File: src/rtl/if_fetch_stage_if.sv
// Fetch-stage bus: IMEM address/data, hazard/branch inputs from ID and the IF/ID register outputs.
interface if_fetch_stage_if;
  logic        if_stop;
  logic        id_branch_taken;
  logic [31:0] id_branch_target;
  logic [31:0] imem_addr;
  logic [31:0] imem_rdata;
  logic [31:0] if_inst;
  logic [31:0] id_inst;
  logic [31:0] id_pc;
  logic [31:0] id_pc4;
  logic        id_valid;

  modport master (
    input  if_stop, id_branch_taken, id_branch_target, imem_rdata,
    output imem_addr, if_inst, id_inst, id_pc, id_pc4, id_valid
  );

  modport slave (
    output if_stop, id_branch_taken, id_branch_target, imem_rdata,
    input  imem_addr, if_inst, id_inst, id_pc, id_pc4, id_valid
  );
endinterface

File: src/rtl/if_fetch_stage.sv
// MIPS instruction-fetch stage with IF/ID register, load-use stall and delay-slot redirect.
// Optional stall/redirect counters are built when IF_STALL_CNT_EN is defined.
module if_fetch_stage #(
  parameter logic [31:0] RESET_PC = 32'h0040_0000
) (
  input  logic                 clk,
  input  logic                 rst_n,
  if_fetch_stage_if.master     bus
`ifdef IF_STALL_CNT_EN
  ,
  output logic [31:0]          stall_cycles,
  output logic [31:0]          redirect_cnt
`endif
);

  localparam logic [0:0] RUN        = 1'b0;
  localparam logic [0:0] HOLD_REDIR = 1'b1;

  logic [31:0] pc_q, pc_d;
  logic [31:0] id_inst_q, id_inst_d;
  logic [31:0] id_pc_q, id_pc_d;
  logic [31:0] id_pc4_q, id_pc4_d;
  logic        id_valid_q, id_valid_d;
  logic        pend_valid_q, pend_valid_d;
  logic [31:0] pend_target_q, pend_target_d;
  logic [31:0] pc_plus4;
  logic [0:0]  state;

  assign pc_plus4 = pc_q + 32'd4;
  assign state    = pend_valid_q ? HOLD_REDIR : RUN;

  always_comb begin
    pc_d          = pc_q;
    pend_valid_d  = pend_valid_q;
    pend_target_d = pend_target_q;
    id_inst_d     = id_inst_q;
    id_pc_d       = id_pc_q;
    id_pc4_d      = id_pc4_q;
    id_valid_d    = id_valid_q;
    if (bus.if_stop) begin
      // PC and id_pc/id_pc4 hold; a branch resolved now is remembered until the stall clears
      id_inst_d  = '0;
      id_valid_d = 1'b0;
      if (bus.id_branch_taken) begin
        pend_valid_d  = 1'b1;
        pend_target_d = bus.id_branch_target;
      end
    end else begin
      id_inst_d  = bus.imem_rdata;
      id_pc_d    = pc_q;
      id_pc4_d   = pc_plus4;
      id_valid_d = 1'b1;
      if (bus.id_branch_taken) begin
        pc_d         = bus.id_branch_target;
        pend_valid_d = 1'b0;
      end else if (state == HOLD_REDIR) begin
        pc_d         = pend_target_q;
        pend_valid_d = 1'b0;
      end else begin
        pc_d = pc_plus4;
      end
    end
  end

  always_ff @(posedge clk or negedge rst_n) begin
    if (!rst_n) begin
      pc_q          <= RESET_PC;
      id_inst_q     <= '0;
      id_pc_q       <= '0;
      id_pc4_q      <= '0;
      id_valid_q    <= 1'b0;
      pend_valid_q  <= 1'b0;
      pend_target_q <= '0;
    end else begin
      pc_q          <= pc_d;
      id_inst_q     <= id_inst_d;
      id_pc_q       <= id_pc_d;
      id_pc4_q      <= id_pc4_d;
      id_valid_q    <= id_valid_d;
      pend_valid_q  <= pend_valid_d;
      pend_target_q <= pend_target_d;
    end
  end

  assign bus.imem_addr = pc_q;
  assign bus.if_inst   = bus.imem_rdata;
  assign bus.id_inst   = id_inst_q;
  assign bus.id_pc     = id_pc_q;
  assign bus.id_pc4    = id_pc4_q;
  assign bus.id_valid  = id_valid_q;

`ifdef IF_STALL_CNT_EN
  logic [31:0] stall_cnt_q, stall_cnt_d;
  logic [31:0] redir_cnt_q, redir_cnt_d;
  logic        redirect;

  // Cases 2 and 3 of next-PC selection: unstalled with a live or owed redirect
  assign redirect = !bus.if_stop && (bus.id_branch_taken || pend_valid_q);

  always_comb begin
    stall_cnt_d = stall_cnt_q;
    redir_cnt_d = redir_cnt_q;
    if (bus.if_stop && (stall_cnt_q != '1)) stall_cnt_d = stall_cnt_q + 32'd1;
    if (redirect && (redir_cnt_q != '1))    redir_cnt_d = redir_cnt_q + 32'd1;
  end

  always_ff @(posedge clk or negedge rst_n) begin
    if (!rst_n) begin
      stall_cnt_q <= '0;
      redir_cnt_q <= '0;
    end else begin
      stall_cnt_q <= stall_cnt_d;
      redir_cnt_q <= redir_cnt_d;
    end
  end

  assign stall_cycles = stall_cnt_q;
  assign redirect_cnt = redir_cnt_q;
`endif

endmodule

File: src/flat_wrapper.sv
// flat-port wrapper written by rule: the top's interface ports become plain ports
module if_fetch_stage_flat 
#(
  parameter logic [31:0] RESET_PC = 32'h0040_0000
)
  (clk, rst_n, bus_if_stop, bus_id_branch_taken, bus_id_branch_target, bus_imem_rdata, bus_imem_addr, bus_if_inst, bus_id_inst, bus_id_pc, bus_id_pc4, bus_id_valid);
  if_fetch_stage_if bus_i ();
  input  logic clk;
  input  logic rst_n;
  input wire logic [$bits(bus_i.if_stop)-1:0] bus_if_stop;
  input wire logic [$bits(bus_i.id_branch_taken)-1:0] bus_id_branch_taken;
  input wire logic [$bits(bus_i.id_branch_target)-1:0] bus_id_branch_target;
  input wire logic [$bits(bus_i.imem_rdata)-1:0] bus_imem_rdata;
  output wire logic [$bits(bus_i.imem_addr)-1:0] bus_imem_addr;
  output wire logic [$bits(bus_i.if_inst)-1:0] bus_if_inst;
  output wire logic [$bits(bus_i.id_inst)-1:0] bus_id_inst;
  output wire logic [$bits(bus_i.id_pc)-1:0] bus_id_pc;
  output wire logic [$bits(bus_i.id_pc4)-1:0] bus_id_pc4;
  output wire logic [$bits(bus_i.id_valid)-1:0] bus_id_valid;
  assign bus_i.if_stop = bus_if_stop;
  assign bus_i.id_branch_taken = bus_id_branch_taken;
  assign bus_i.id_branch_target = bus_id_branch_target;
  assign bus_i.imem_rdata = bus_imem_rdata;
  assign bus_imem_addr = bus_i.imem_addr;
  assign bus_if_inst = bus_i.if_inst;
  assign bus_id_inst = bus_i.id_inst;
  assign bus_id_pc = bus_i.id_pc;
  assign bus_id_pc4 = bus_i.id_pc4;
  assign bus_id_valid = bus_i.id_valid;
  if_fetch_stage #(.RESET_PC(RESET_PC)) u_core (.clk(clk), .rst_n(rst_n), .bus(bus_i));
endmodule
File: config.mk
export PLATFORM = sky130hd
export DESIGN_NAME = if_fetch_stage_flat
export DESIGN_NICKNAME = d
export VERILOG_FILES = /design/src/rtl/if_fetch_stage_if.sv /design/src/rtl/if_fetch_stage.sv /design/src/flat_wrapper.sv
export SDC_FILE = /design/constraint.sdc
export NUM_CORES = 1
export LEC_CHECK = 0
export ABC_CLOCK_PERIOD_IN_PS = 3180
export CAP_MARGIN = 15
export CORE_AREA = 2 2 149 151
export DETAILED_ROUTE_END_ITERATION = 6
export DIE_AREA = 0 0 151 153
export HOLD_SLACK_MARGIN = 0.15
export PLACE_DENSITY = 0.68
export RECOVER_POWER = 100
export SYNTH_ARGS = -nofsm -noshare
export SYNTH_HDL_FRONTEND = slang
export SYNTH_SLANG_ARGS = --single-unit
File: constraint.sdc
create_clock -name clk -period 3.18 [get_ports clk]
set_clock_uncertainty 0.15 [all_clocks]
set_input_delay 0.795 -clock clk [delete_from_list [all_inputs] [get_ports clk]]
set_output_delay 0.795 -clock clk [all_outputs]
set_load 0.005 [all_outputs]
==> flow_summary_export.csv <==
group,metric,value,unit
run_status,status,"complete, but fails checks",
run_status,violations,"capacitance limit, slew limit",
global_routing,grt_pass1_wl,35400,µm
sta,max_slew_margin,-25.1,%
setup_path,arrival,1.91,ns
power_and_ir_drop,vdd_ir_drop_max,0.329,mV
clocking,cts_resized,0,
clocking,clockBufferDepth,2,
setup_path,path_class,"input port to output port",
sta,setup_tns,0,ns
synthesis,yosys_warnings,0,
synthesis,muxShareOfSynthArea,8.21,%
power_and_ir_drop,powerDensity,557,nW/µm²
power_and_ir_drop,combPwrFrac,20.3,%
power_and_ir_drop,p_seq_share,44.3,%
setup_path,path_buf_inv,2,
power_and_ir_drop,clockPowerShare,35.4,%
final_layout,syn_to_final_growth,36.5,%
sta,fin_crit,2.86,ns
power_and_ir_drop,power_switching_share,27.7,%
global_routing,antenna_found_initial,4,
run,max_cap_viol_count,2,
synthesis,synth_compound_area_share,14.3,%
synthesis,syn_nets,791,
detailed_routing,drc,0,
worst_hold_path,hold_depth,2,
synthesis,synth_top_family_by_area,"simple AND/OR/NAND/NOR gates",
clocking,path_clk_slew,0.06,ns
global_routing,gr-total-overflow,0,
clocking,h-tree-depth,4,
power_and_ir_drop,power.switching,1620,µW
placement,gp_congestion,0.853,
die,num_io_pins,229,
setup_path,cp_common_cell,"dlygate4sd3_1",
clocking,insertion_delay,0.43,ns
synthesis,synthCells,722,
global_routing,grt_pass1_vias,6391,
sta,maxSlewViolCount,150,
setup_path,slowest_delay,0.58,ns
synthesis,yosysUniqueCellTypes,58,
power_and_ir_drop,p_int,4210,µW
die,row_count,54,
clocking,cts_tree,"yes",
sta,setup_viol,0,
synthesis,avgSynthCellArea,10.6,µm²
die,die_area,23100,µm²
synthesis,yosys.area_share.simple,16.0,%
sta,grt_setup_unrepaired,"no",
synthesis,netlist_area,7670,µm²
global_routing,grt_usage,19.8,%
detailed_routing,drt_first_pass_iters,6,
clocking,cts_root_buffer,"clkbuf_16",
die,initial_core_util,35.7,%
synthesis,synth.area.top_cells,"dfrtp_1, mux2_2, buf_4",
detailed_routing,vias,6406,
setup_path,worstRegToRegCells,5,
detailed_routing,routed_wl,22400,µm
setup_path,crit_path_start_kind,"input port",
placement,io_buffers,228,
setup_path,critPathSlowestCell,"dlygate4sd3_1",
synthesis,synth_seq_cells,160,
sta,finalHoldViolCount,0,
final_layout,layout.nets,965,
power_and_ir_drop,power,5830,µW
sta,max_freq,0.350,GHz
synthesis,yosys.area.top_type_share,51.9,%
detailed_routing,drtIter0Drc,428,
synthesis,postSynth.asyncResetShare,100,%
clocking,hold_buffers,0,
synthesis,synth-xor-area-share,1.49,%
synthesis,synth_top_cell_by_area,"dfrtp_1",
synthesis,synth_ff_type,"dfrtp_1",
die,core,21500,µm²
detailed_routing,wire_per_inst,18.8,µm
worst_hold_path,holdCritPathClass,"register to register",
detailed_routing,detail-route-antenna-nets,0,
global_routing,grt_max_degree,81,
setup_path,endpoint_kind,"output port",
die,dieWidth,151,µm
setup_path,crit_family,"buffers and inverters",
final_layout,drive_gt1_share,11.4,%
die,dieHeight,153,µm
setup_path,required,2.23,ns
placement,hpwl,15800,µm
power_and_ir_drop,leakage,0.00434,µW
synthesis,synth_sequential_area_ratio,52.2,%
clocking,cts.sinks,160,
setup_path,worstPathMaxFanout,2,
sta,tightest_slew,1.88,ns
setup_path,path_cells,"dlygate4sd3_1, dlygate4sd3_1",
sta,final.period_utilization,89.8,%
clocking,numCtsBuffers,17,
detailed_routing,viasPerCell,5.38,
clocking,cts_setup_buffers,0,
setup_path,cp.depth,2,
synthesis,yosys.area_share.adder,0.163,%
synthesis,synth_edf_count,0,
## through the flow
stage | instances | util, % | hold slack, ns | setup WS (ns) | area, µm²
after floorplan | 722 | - | 0.321 | 0.880 | 7670
after global placement | 1157 | 46.4 | 0.316 | 0.377 | 9960
after detailed placement | 1157 | 46.4 | 0.323 | 0.383 | 9960
after CTS | 1189 | 49.1 | 0.235 | 0.378 | 10600
after global routing | 1189 | 48.7 | 0.356 | 0.199 | 10500
final | 1190 | 48.7 | 0.329 | 0.323 | 10500
## area by class of cell
class | instances | area [µm²]
Inverter | 15 | 56.3
Multi-Input combinational cell | 454 | 3070
Timing Repair Buffer | 248 | 2390
Sequential cell | 160 | 4010
Fill cell | 2042 | 11000
Antenna cell | 1 | 2.50
Clock buffer | 21 | 460
Clock inverter | 11 | 128
Tap cell | 280 | 350
## sequential cells by signal, summed over array words and instances (netlist names)
| register | cells |
|---|---|
| u_core.bus.id_inst | 32 |
| u_core.bus.id_pc | 32 |
| u_core.bus.id_pc4 | 30 |
| u_core.bus.id_valid | 1 |
| u_core.bus.imem_addr | 32 |
| u_core.pend_target_q | 32 |
| u_core.pend_valid_q | 1 |
## layer usage
metal	track usage, %	routed length [µm]
met1	25.2	9150
met2	31.1	10800
met3	7.07	2080
met5	0	23
met4	6.54	371
## synth_stat cells, types with 3 or more instances
| library cell | number |
|---|---|
| buf_2 | 16 |
| dfrtp_1 | 159 |
| inv_1 | 14 |
| a31oi_1 | 10 |
| o211ai_1 | 6 |
| a311oi_1 | 4 |
| buf_4 | 40 |
| clkbuf_1 | 29 |
| and4_1 | 9 |
| o21ai_0 | 47 |
| nor2b_1 | 36 |
| nand4_1 | 17 |
| and3_1 | 9 |
| nor2_1 | 29 |
| nor3_1 | 17 |
| a21o_1 | 3 |
| a22o_1 | 5 |
| a222oi_1 | 4 |
| a211o_1 | 3 |
| xnor2_1 | 11 |
| nand3_1 | 21 |
| nand2_1 | 49 |
| nand3b_1 | 6 |
| o31a_1 | 4 |
| a221o_1 | 5 |
| buf_1 | 8 |
| o311a_1 | 3 |
| a211oi_1 | 4 |
| o2bb2ai_1 | 3 |
| o22ai_1 | 6 |
| or4_1 | 9 |
| o31ai_1 | 10 |
| or3_1 | 3 |
| a21oi_1 | 21 |
| nor4_1 | 5 |
| mux2_2 | 55 |
| a311o_1 | 3 |
| a22oi_1 | 15 |
## final timing paths
path                                    startpoint                       end  slack (ns)
max                             bus_imem_rdata[17]           bus_if_inst[17]        0.32
min                           u_core.bus.id_pc[27]      u_core.bus.id_pc[27]        0.33
max reg2reg                u_core.bus.imem_addr[3]  u_core.bus.imem_addr[18]        0.43
min reg2reg                   u_core.bus.id_pc[27]      u_core.bus.id_pc[27]        0.33
max in group asynchronous                    rst_n     u_core.bus.id_pc4[10]        0.73
min in group asynchronous                    rst_n       u_core.bus.id_pc[5]        0.71
## cells by family after synthesis
kind of cell	after synthesis
fa+ha+maj	1
simple gates	221
xor+xnor	13
buf+inv	108
flops	160
compound gates	163
mux	56
## layout by cell type (no fill, tap or decap), types with 9 or more instances in the layout
master           netlist  final
a21oi_1               21     21
a22oi_1               15     15
a31oi_1               10     10
and3_1                 9      9
and4_1                 9      9
clkbuf_1              29     13
clkbuf_16              0     17
clkdlybuf4s50_1        0     69
dfrtp_1              159    159
dlygate4sd3_1          0    156
inv_1                 14     14
mux2_2                55     55
nand2_1               49     49
nand3_1               21     21
nand4_1               17     17
nor2_1                29     29
nor2b_1               36     35
nor3_1                17     18
o21ai_0               47     47
o31ai_1               10     10
or4_1                  9      9
xnor2_1               11     11
## power by group through the flow
stage | logic (µW) | clock network (µW) | registers [µW]
5_1_grt | 1310 | 2200 | 2630
6_report | 1180 | 2060 | 2580
3_5_place_dp | 1310 | 0 | 2630
4_1_cts | 1310 | 2110 | 2590
2_1_floorplan | 577 | 0 | 2550
3_3_place_gp | 1290 | 0 | 2620
No activity file was read; power rests on OpenSTA's default activity.
